**src/rtl/usb_pkg.sv**
```systemverilog
`timescale 1ns/1ps
`default_nettype none
// +----------------------------------------------------------------------+
// | Package : usb_pkg                                                    |
// | Purpose : Shared field widths, PID codes and transaction-sequencer   |
// |           state encoding for the host-side USB transaction logic.    |
// | Rev     : 1.0  initial release                                       |
// +----------------------------------------------------------------------+
package usb_pkg;

  localparam int ADDR_W = 7;
  localparam int ENDP_W = 4;
  localparam int DATA_W = 64;
  localparam int PID_W  = 4;

  typedef enum logic [PID_W-1:0] {
    PID_OUT   = 4'b0001,
    PID_IN    = 4'b1001,
    PID_DATA0 = 4'b0011,
    PID_ACK   = 4'b0010,
    PID_NAK   = 4'b1010
  } pid_t;

  typedef enum logic [3:0] {
    ST_IDLE       = 4'd0,
    ST_TOKEN      = 4'd1,
    ST_TOKEN_WAIT = 4'd2,
    ST_DATA       = 4'd3,
    ST_DATA_WAIT  = 4'd4,
    ST_RX_HS      = 4'd5,
    ST_RX_DATA    = 4'd6,
    ST_SEND_ACK   = 4'd7,
    ST_ACK_WAIT   = 4'd8,
    ST_SEND_NAK   = 4'd9,
    ST_NAK_WAIT   = 4'd10,
    ST_DONE       = 4'd11
  } txn_state_t;

endpackage : usb_pkg
`default_nettype wire

```
**src/rtl/txn_timer.sv**
```systemverilog
`timescale 1ns/1ps
`default_nettype none
// +----------------------------------------------------------------------+
// | Module  : txn_timer                                                  |
// | Purpose : 8-bit device-response timer. Counts enabled cycles from a  |
// |           cleared start and flags the terminal count. Never wraps.   |
// | Ports   : clk, rst_L (async, active-low)                             |
// |           clr_i     - synchronous clear to zero (wins over en_i)     |
// |           en_i      - count one cycle                                |
// |           expired_o - count has reached TERMINAL                     |
// | Rev     : 1.0  initial release                                       |
// +----------------------------------------------------------------------+
module txn_timer #(
  parameter int unsigned TERMINAL = 255
) (
  input  logic clk,
  input  logic rst_L,
  input  logic clr_i,
  input  logic en_i,
  output logic expired_o
);

  localparam logic [7:0] c_TERMINAL = 8'(TERMINAL);

  logic [7:0] count_q, count_d;

  // Holds at the terminal count (and at all-ones) so a long wait can never
  // roll over and look like a fresh timer.
  always_comb begin
    count_d = count_q;
    if (clr_i) begin
      count_d = '0;
    end else if (en_i && (count_q != c_TERMINAL) && (count_q != 8'hFF)) begin
      count_d = count_q + 8'd1;
    end
  end

  always_ff @(posedge clk or negedge rst_L) begin
    if (!rst_L) begin
      count_q <= '0;
    end else begin
      count_q <= count_d;
    end
  end

  assign expired_o = (count_q == c_TERMINAL);

endmodule : txn_timer
`default_nettype wire

```
**src/rtl/usb_txn_controller.sv**
```systemverilog
`timescale 1ns/1ps
`default_nettype none
// +----------------------------------------------------------------------+
// | Module  : usb_txn_controller                                         |
// | Purpose : Host transaction sequencer. Turns one read/write command   |
// |           into token / DATA0 / handshake packets for the encoder,    |
// |           waits for the device response and retries on NAK, receive  |
// |           error or timeout up to MAX_RETRY failed attempts.          |
// | Ports   : clk, rst_L (async, active-low)                             |
// |           txn_start/read/wdata      - command in (sampled in IDLE)   |
// |           txn_busy/done/ok/rdata    - command status out             |
// |           enc_pktready/pid/addr/endp/data - packet request (held     |
// |                                         until enc_gotpkt)            |
// |           enc_gotpkt, enc_sending   - encoder handshake in           |
// |           rx_valid/pid/data/error   - receive decoder in             |
// | Rev     : 1.0  initial release                                       |
// +----------------------------------------------------------------------+
module usb_txn_controller
  import usb_pkg::*;
#(
  parameter int unsigned        MAX_RETRY      = 8,
  parameter int unsigned        TIMEOUT_CYCLES = 255,
  parameter logic [ADDR_W-1:0]  DEV_ADDR       = 7'd5,
  parameter logic [ENDP_W-1:0]  DATA_ENDP      = 4'd4
) (
  input  logic              clk,
  input  logic              rst_L,
  input  logic              txn_start,
  input  logic              txn_read,
  input  logic [DATA_W-1:0] txn_wdata,
  output logic              txn_busy,
  output logic              txn_done,
  output logic              txn_ok,
  output logic [DATA_W-1:0] txn_rdata,
  output logic              enc_pktready,
  output logic [PID_W-1:0]  enc_pid,
  output logic [ADDR_W-1:0] enc_addr,
  output logic [ENDP_W-1:0] enc_endp,
  output logic [DATA_W-1:0] enc_data,
  input  logic              enc_gotpkt,
  input  logic              enc_sending,
  input  logic              rx_valid,
  input  logic [PID_W-1:0]  rx_pid,
  input  logic [DATA_W-1:0] rx_data,
  input  logic              rx_error
);

  localparam logic [3:0] c_MAX_RETRY = 4'(MAX_RETRY);

  txn_state_t        state_q, state_d;
  logic              read_q, read_d;
  logic [DATA_W-1:0] wdata_q, wdata_d;
  logic [3:0]        retry_q, retry_d;
  logic              ok_q, ok_d;
  logic [DATA_W-1:0] rdata_q, rdata_d;
  logic              seen_q, seen_d;
  logic              pktready_q, pktready_d;
  logic [PID_W-1:0]  pid_q, pid_d;
  logic [ADDR_W-1:0] addr_q, addr_d;
  logic [ENDP_W-1:0] endp_q, endp_d;
  logic [DATA_W-1:0] data_q, data_d;

  logic w_rx, w_pkt_cmplt, w_timer_en, w_timer_clr, w_expired;
  logic w_fail, w_success;

  // Responses that overlap our own transmission are line echo, not device.
  assign w_rx        = rx_valid & ~enc_sending;
  // Packet finished: sending was observed high and has now dropped.
  assign w_pkt_cmplt = seen_q & ~enc_sending;
  // Timer runs only while waiting on the device; any other state clears it,
  // so each entry into a receive state starts from zero.
  assign w_timer_en  = (state_q == ST_RX_HS) || (state_q == ST_RX_DATA);
  assign w_timer_clr = ~w_timer_en;

  txn_timer #(
    .TERMINAL (TIMEOUT_CYCLES)
  ) u_timer (
    .clk       (clk),
    .rst_L     (rst_L),
    .clr_i     (w_timer_clr),
    .en_i      (w_timer_en),
    .expired_o (w_expired)
  );

  always_comb begin
    state_d    = state_q;
    read_d     = read_q;
    wdata_d    = wdata_q;
    retry_d    = retry_q;
    ok_d       = ok_q;
    rdata_d    = rdata_q;
    seen_d     = seen_q;
    pktready_d = pktready_q;
    pid_d      = pid_q;
    addr_d     = addr_q;
    endp_d     = endp_q;
    data_d     = data_q;
    w_fail     = 1'b0;
    w_success  = 1'b0;

    case (state_q)
      ST_IDLE: begin
        if (txn_start) begin
          read_d  = txn_read;
          wdata_d = txn_wdata;
          retry_d = '0;
          state_d = ST_TOKEN;
        end
      end
      ST_TOKEN, ST_DATA, ST_SEND_ACK, ST_SEND_NAK: begin
        if (enc_gotpkt) begin
          pktready_d = 1'b0;
          seen_d     = enc_sending;
          case (state_q)
            ST_TOKEN:    state_d = ST_TOKEN_WAIT;
            ST_DATA:     state_d = ST_DATA_WAIT;
            ST_SEND_ACK: state_d = ST_ACK_WAIT;
            default:     state_d = ST_NAK_WAIT;
          endcase
        end
      end
      ST_TOKEN_WAIT, ST_DATA_WAIT, ST_ACK_WAIT, ST_NAK_WAIT: begin
        if (enc_sending) begin
          seen_d = 1'b1;
        end
        if (w_pkt_cmplt) begin
          case (state_q)
            ST_TOKEN_WAIT: state_d = read_q ? ST_RX_DATA : ST_DATA;
            ST_DATA_WAIT:  state_d = ST_RX_HS;
            ST_ACK_WAIT:   w_success = 1'b1;
            default:       w_fail    = 1'b1;
          endcase
        end
      end
      // A response arriving on the expiry cycle takes priority over timeout.
      ST_RX_HS: begin
        if (w_rx) begin
          if (!rx_error && (rx_pid == PID_ACK)) w_success = 1'b1;
          else                                  w_fail    = 1'b1;
        end else if (w_expired) begin
          w_fail = 1'b1;
        end
      end
      ST_RX_DATA: begin
        if (w_rx) begin
          if (rx_error) begin
            state_d = ST_SEND_NAK;
          end else if (rx_pid == PID_DATA0) begin
            // The ACK that follows always completes successfully, so the
            // payload can go straight to the result register.
            rdata_d = rx_data;
            state_d = ST_SEND_ACK;
          end else begin
            w_fail = 1'b1;
          end
        end else if (w_expired) begin
          w_fail = 1'b1;
        end
      end
      ST_DONE: state_d = ST_IDLE;
      default: state_d = ST_IDLE;
    endcase

    if (w_fail) begin
      retry_d = retry_q + 4'd1;
      if (retry_d == c_MAX_RETRY) begin
        ok_d    = 1'b0;
        state_d = ST_DONE;
      end else begin
        state_d = ST_TOKEN;
      end
    end
    if (w_success) begin
      ok_d    = 1'b1;
      state_d = ST_DONE;
    end

    // Load the packet request on entry to a presenting state; fields then
    // stay put until the encoder takes the packet.
    if (state_d != state_q) begin
      case (state_d)
        ST_TOKEN: begin
          pktready_d = 1'b1;
          pid_d      = read_d ? PID_IN : PID_OUT;
          addr_d     = DEV_ADDR;
          endp_d     = DATA_ENDP;
          data_d     = '0;
        end
        ST_DATA: begin
          pktready_d = 1'b1;
          pid_d      = PID_DATA0;
          data_d     = wdata_q;
        end
        ST_SEND_ACK: begin
          pktready_d = 1'b1;
          pid_d      = PID_ACK;
          data_d     = '0;
        end
        ST_SEND_NAK: begin
          pktready_d = 1'b1;
          pid_d      = PID_NAK;
          data_d     = '0;
        end
        default: ;
      endcase
    end
  end

  always_ff @(posedge clk or negedge rst_L) begin
    if (!rst_L) begin
      state_q    <= ST_IDLE;
      read_q     <= 1'b0;
      wdata_q    <= '0;
      retry_q    <= '0;
      ok_q       <= 1'b0;
      rdata_q    <= '0;
      seen_q     <= 1'b0;
      pktready_q <= 1'b0;
      pid_q      <= '0;
      addr_q     <= '0;
      endp_q     <= '0;
      data_q     <= '0;
    end else begin
      state_q    <= state_d;
      read_q     <= read_d;
      wdata_q    <= wdata_d;
      retry_q    <= retry_d;
      ok_q       <= ok_d;
      rdata_q    <= rdata_d;
      seen_q     <= seen_d;
      pktready_q <= pktready_d;
      pid_q      <= pid_d;
      addr_q     <= addr_d;
      endp_q     <= endp_d;
      data_q     <= data_d;
    end
  end

  assign txn_busy     = (state_q != ST_IDLE);
  assign txn_done     = (state_q == ST_DONE);
  assign txn_ok       = txn_done & ok_q;
  assign txn_rdata    = rdata_q;
  assign enc_pktready = pktready_q;
  assign enc_pid      = pid_q;
  assign enc_addr     = addr_q;
  assign enc_endp     = endp_q;
  assign enc_data     = data_q;

endmodule : usb_txn_controller
`default_nettype wire

```
**config.mk**
```make
export PLATFORM = sky130hd
export DESIGN_NAME = usb_txn_controller
export DESIGN_NICKNAME = d
export VERILOG_FILES = /design/src/rtl/usb_pkg.sv /design/src/rtl/txn_timer.sv /design/src/rtl/usb_txn_controller.sv
export SDC_FILE = /design/constraint.sdc
export NUM_CORES = 1
export LEC_CHECK = 0
export CAP_MARGIN = 0
export CELL_PAD_IN_SITES_DETAIL_PLACEMENT = 1
export CELL_PAD_IN_SITES_GLOBAL_PLACEMENT = 2
export CORE_MARGIN = 2
export CORE_UTILIZATION = 27
export DETAILED_ROUTE_END_ITERATION = 6
export PLACE_DENSITY_LB_ADDON = 0.1
export RECOVER_POWER = 100
export SYNTH_ARGS = -nofsm -noshare
export SYNTH_HDL_FRONTEND = slang
export SYNTH_SLANG_ARGS = --single-unit
```
**constraint.sdc**
```tcl
create_clock -name clk -period 3 [get_ports clk]
set_input_delay 0.45 -clock clk [delete_from_list [all_inputs] [get_ports clk]]
set_output_delay 0.45 -clock clk [all_outputs]
set_load 0.01 [all_outputs]
```
==> flow_metrics.env <==
export IMPL_status="finished with violations"
export IMPL_violations="max-capacitance violations, max-slew violations"
export IMPL_yosysUniqueCellTypes=63
export IMPL_setup_viol=0
export IMPL_power_density_nw_per_um2=978.9
export IMPL_startpoint_type="flop"
export IMPL_multiInputGateArea_sq_um=3127
export IMPL_cp_end_kind="flop"
export IMPL_synth_seq_cells=216
export IMPL_r2r_cells=11
export IMPL_clock_sinks=216
export IMPL_fp_coreArea_sq_um=32290
export IMPL_hold_viol=0
export IMPL_die_x_um=184.3
export IMPL_vdd_drop_max_mv=0.4911
export IMPL_synth_most_common_cell="dfrtp_1"
export IMPL_num_io_pins=287
export IMPL_drt_initial_drc_count=137
export IMPL_p_leak_nw=6.178
export IMPL_dieArea_sq_um=33970
export IMPL_vias=6207
export IMPL_worstPathRequired_ps=3470
export IMPL_num_rows=66
export IMPL_yosysSeqAreaShare_pct=61.58
export IMPL_r2r_end="enc_data[44]$_DFFE_PN0P_"
export IMPL_start_util_pct=27.18
export IMPL_ys_flop_type="dfrtp_1"
export IMPL_netlist_top_cells_area="dfrtp_1 62%, mux2_2 17%, a22o_1 6.5%"
export IMPL_crit_end="enc_data[44]$_DFFE_PN0P_"
export IMPL_tritoncts="built"
export IMPL_netlist_area_sq_um=8777
export IMPL_clk_latency_ps=530
export IMPL_path_class="reg2reg"
export IMPL_ant_nets=0
export IMPL_fmax_mhz=352.7
export IMPL_clk_pin_slew_worst_paths_ps=60
export IMPL_track_usage_pct=15.12
export IMPL_syn2layout_area_growth_pct=51.22
export IMPL_fill_cells=3331
export IMPL_drive_gt1_share_pct=25.35
export IMPL_synth_top_cell_by_area="dfrtp_1"
export IMPL_layout_nets=1063
export IMPL_antenna_found_initial=4
export IMPL_seqCellArea_sq_um=5408
export IMPL_drc=0
export IMPL_clockRootBuffer="clkbuf_16"
export IMPL_period_share_pct=94.51
export IMPL_overflow=0
export IMPL_dp_hpwl_um=18670
export IMPL_fin_crit_ps=2835
export IMPL_grt_start_max_net_pins=82
export IMPL_synth_cells=610
export IMPL_async_flop_share_pct=100.0
export IMPL_arrival_ps=3300
export IMPL_final_cells=1384
export IMPL_dr_pass1_iters=4
export IMPL_fin_hold_ws_ps=482.3
export IMPL_p_total_mw=12.99
export IMPL_synth_common_cells="216 x dfrtp_1, 130 x mux2_2, 65 x a22o_1, 16 x nand2_1, 15 x clkbuf_1"
export IMPL_tns_ps=0
export IMPL_via_per_inst=4.485
export IMPL_ff2ff_setup_slack_ps=160
export IMPL_grt_pass1_wl_um=40340
export IMPL_slew_limit_headroom_pct=-42.11
export IMPL_startpoint="state_q[0]$_DFF_PN0_"
export IMPL_r2r_start="state_q[0]$_DFF_PN0_"
export IMPL_dp_cells=1334
export IMPL_tightest_slew_ps=2132
export IMPL_cts_buffer_depth=3
export IMPL_syn_area_per_cell_sq_um=14.39
export IMPL_routedWlPerCell_um=18.65
export IMPL_hp_class="reg2reg"
export IMPL_cts_buffers=26
export IMPL_post_route_util_pct=41.11
export IMPL_htreeDepth=1
export IMPL_die_y_um=184.3
export IMPL_gp_congestion=0.7534
export IMPL_cts_setup_buffers=0
export IMPL_synth_edf_count=0
export IMPL_grt_pass1_vias=6995
export IMPL_io_buffer_count=277
export IMPL_report_final_slew_viol_count=80
export IMPL_routed_wl_um=25810
export IMPL_netlist_area_leader_share_pct=61.58
export IMPL_yosys_warnings=0
export IMPL_path_max_fanout=12
export IMPL_fin_worst_skew_ps=9.214
export IMPL_cap_viol_max_count=1
[worst min-delay path by stage]
stage,start,endpoint,slack [ps],cells past startpoint
global route,wdata_q[38]$_DFFE_PN0P_,enc_data[38]$_DFFE_PN0P_,500,1
floorplan,rst_L,enc_addr[0]$_DFFE_PN0P_,150,0
CTS,wdata_q[39]$_DFFE_PN0P_,enc_data[39]$_DFFE_PN0P_,480,1
global placement,rst_L,txn_rdata[14]$_DFFE_PN0P_,470,1
detailed placement,wdata_q[60]$_DFFE_PN0P_,enc_data[60]$_DFFE_PN0P_,470,1
finish,wdata_q[60]$_DFFE_PN0P_,enc_data[60]$_DFFE_PN0P_,480,1
[what timing repair did]
| item | CTS | global route |
|---|---|---|
| endpoints found under the setup margin | 0 | 67 |
| hold endpoints to repair | 79 | 0 |
| resized for setup | 0 | 9 |
| hold buffers | 1 | 0 |
[critical path, stage by stage, from the launching register on]
cell and delay, ps:
dfrtp_2 490, nor4bb_2 380, and2_4 220, o221ai_2 160, clkbuf_4 190, o211ai_1 110
o311ai_2 180, buf_4 180, nor4bb_4 380, buf_4 220, buf_12 130, a22o_1 140
[metal layers]
| layer | up-vias | routed length (um) | global-route usage [%] |
|---|---|---|---|
| met5 | - | 18 | 0 |
| li1 | 2849 | - | - |
| met3 | 31 | 2384 | 5.552 |
| met4 | 2 | 379 | 3.360 |
| met1 | 3107 | 11180 | 19.07 |
| met2 | 218 | 11850 | 24.74 |
[state kept, by name, indices dropped and copies added, names as in the netlist]
signal and cells:
enc_data 64, txn_rdata 64, wdata_q 64, u_timer.count_q 8
retry_q 4, state_q 4, enc_pid 3, enc_addr 1
enc_pktready 1, ok_q 1, read_q 1, seen_q 1
[cells in the final DEF (no fill, tap or decap), types with 5 or more instances in the layout]
cell type	netlist	layout
buf_4	14	32
conb_1	1	9
nand2_1	16	16
clkbuf_1	15	6
mux2_2	130	130
nor2_1	10	10
nor2b_1	9	9
a21oi_1	11	11
clkbuf_16	0	26
o211ai_1	6	6
bufinv_16	0	5
buf_12	0	9
nand3_1	10	10
a22o_1	65	65
dlygate4sd3_1	0	136
clkdlybuf4s50_1	0	141
o21ai_0	10	9
clkbuf_8	0	6
dfrtp_1	216	214
[stage by stage]
| step | worst slack [ps] | area [sq um] |
|---|---|---|
| floorplan | 163.3 | 8807 |
| global placement | -265.9 | 12320 |
| detailed placement | -300.3 | 12320 |
| CTS | 78.62 | 13260 |
| global route | -26.41 | 13270 |
| finish | 164.8 | 13270 |
[final cells by class]
class | instances | share of cell area (%)
Multi-Input combinational cell | 349 | 23.56
Clock inverter | 10 | 1.423
Timing Repair Buffer | 324 | 24.30
Inverter | 4 | 0.1131
Tap cell | 442 | 4.167
Antenna cell | 3 | 0.05656
Clock buffer | 36 | 5.637
Sequential cell | 216 | 40.74
[report_power, final]
group          switching, mW  internal (mW)
sequential             0.581           3.90
clock                   1.23           2.16
combinational           2.36           2.76
[kinds of logic after synthesis]
family | count (synthesis) | share of synthesized area, %
AO/OA/AOI/OAI | 114 | 10.52
XOR/XNOR | 6 | 0.5987
adder cells (fa/ha/maj) | 2 | 0.2851
buffers and inverters | 53 | 3.692
flip-flops | 216 | 61.58
multiplexers | 133 | 17.03
other | 1 | 0.04272
AND/OR/NAND/NOR | 85 | 6.244
No activity file was read; power rests on OpenSTA's default activity.
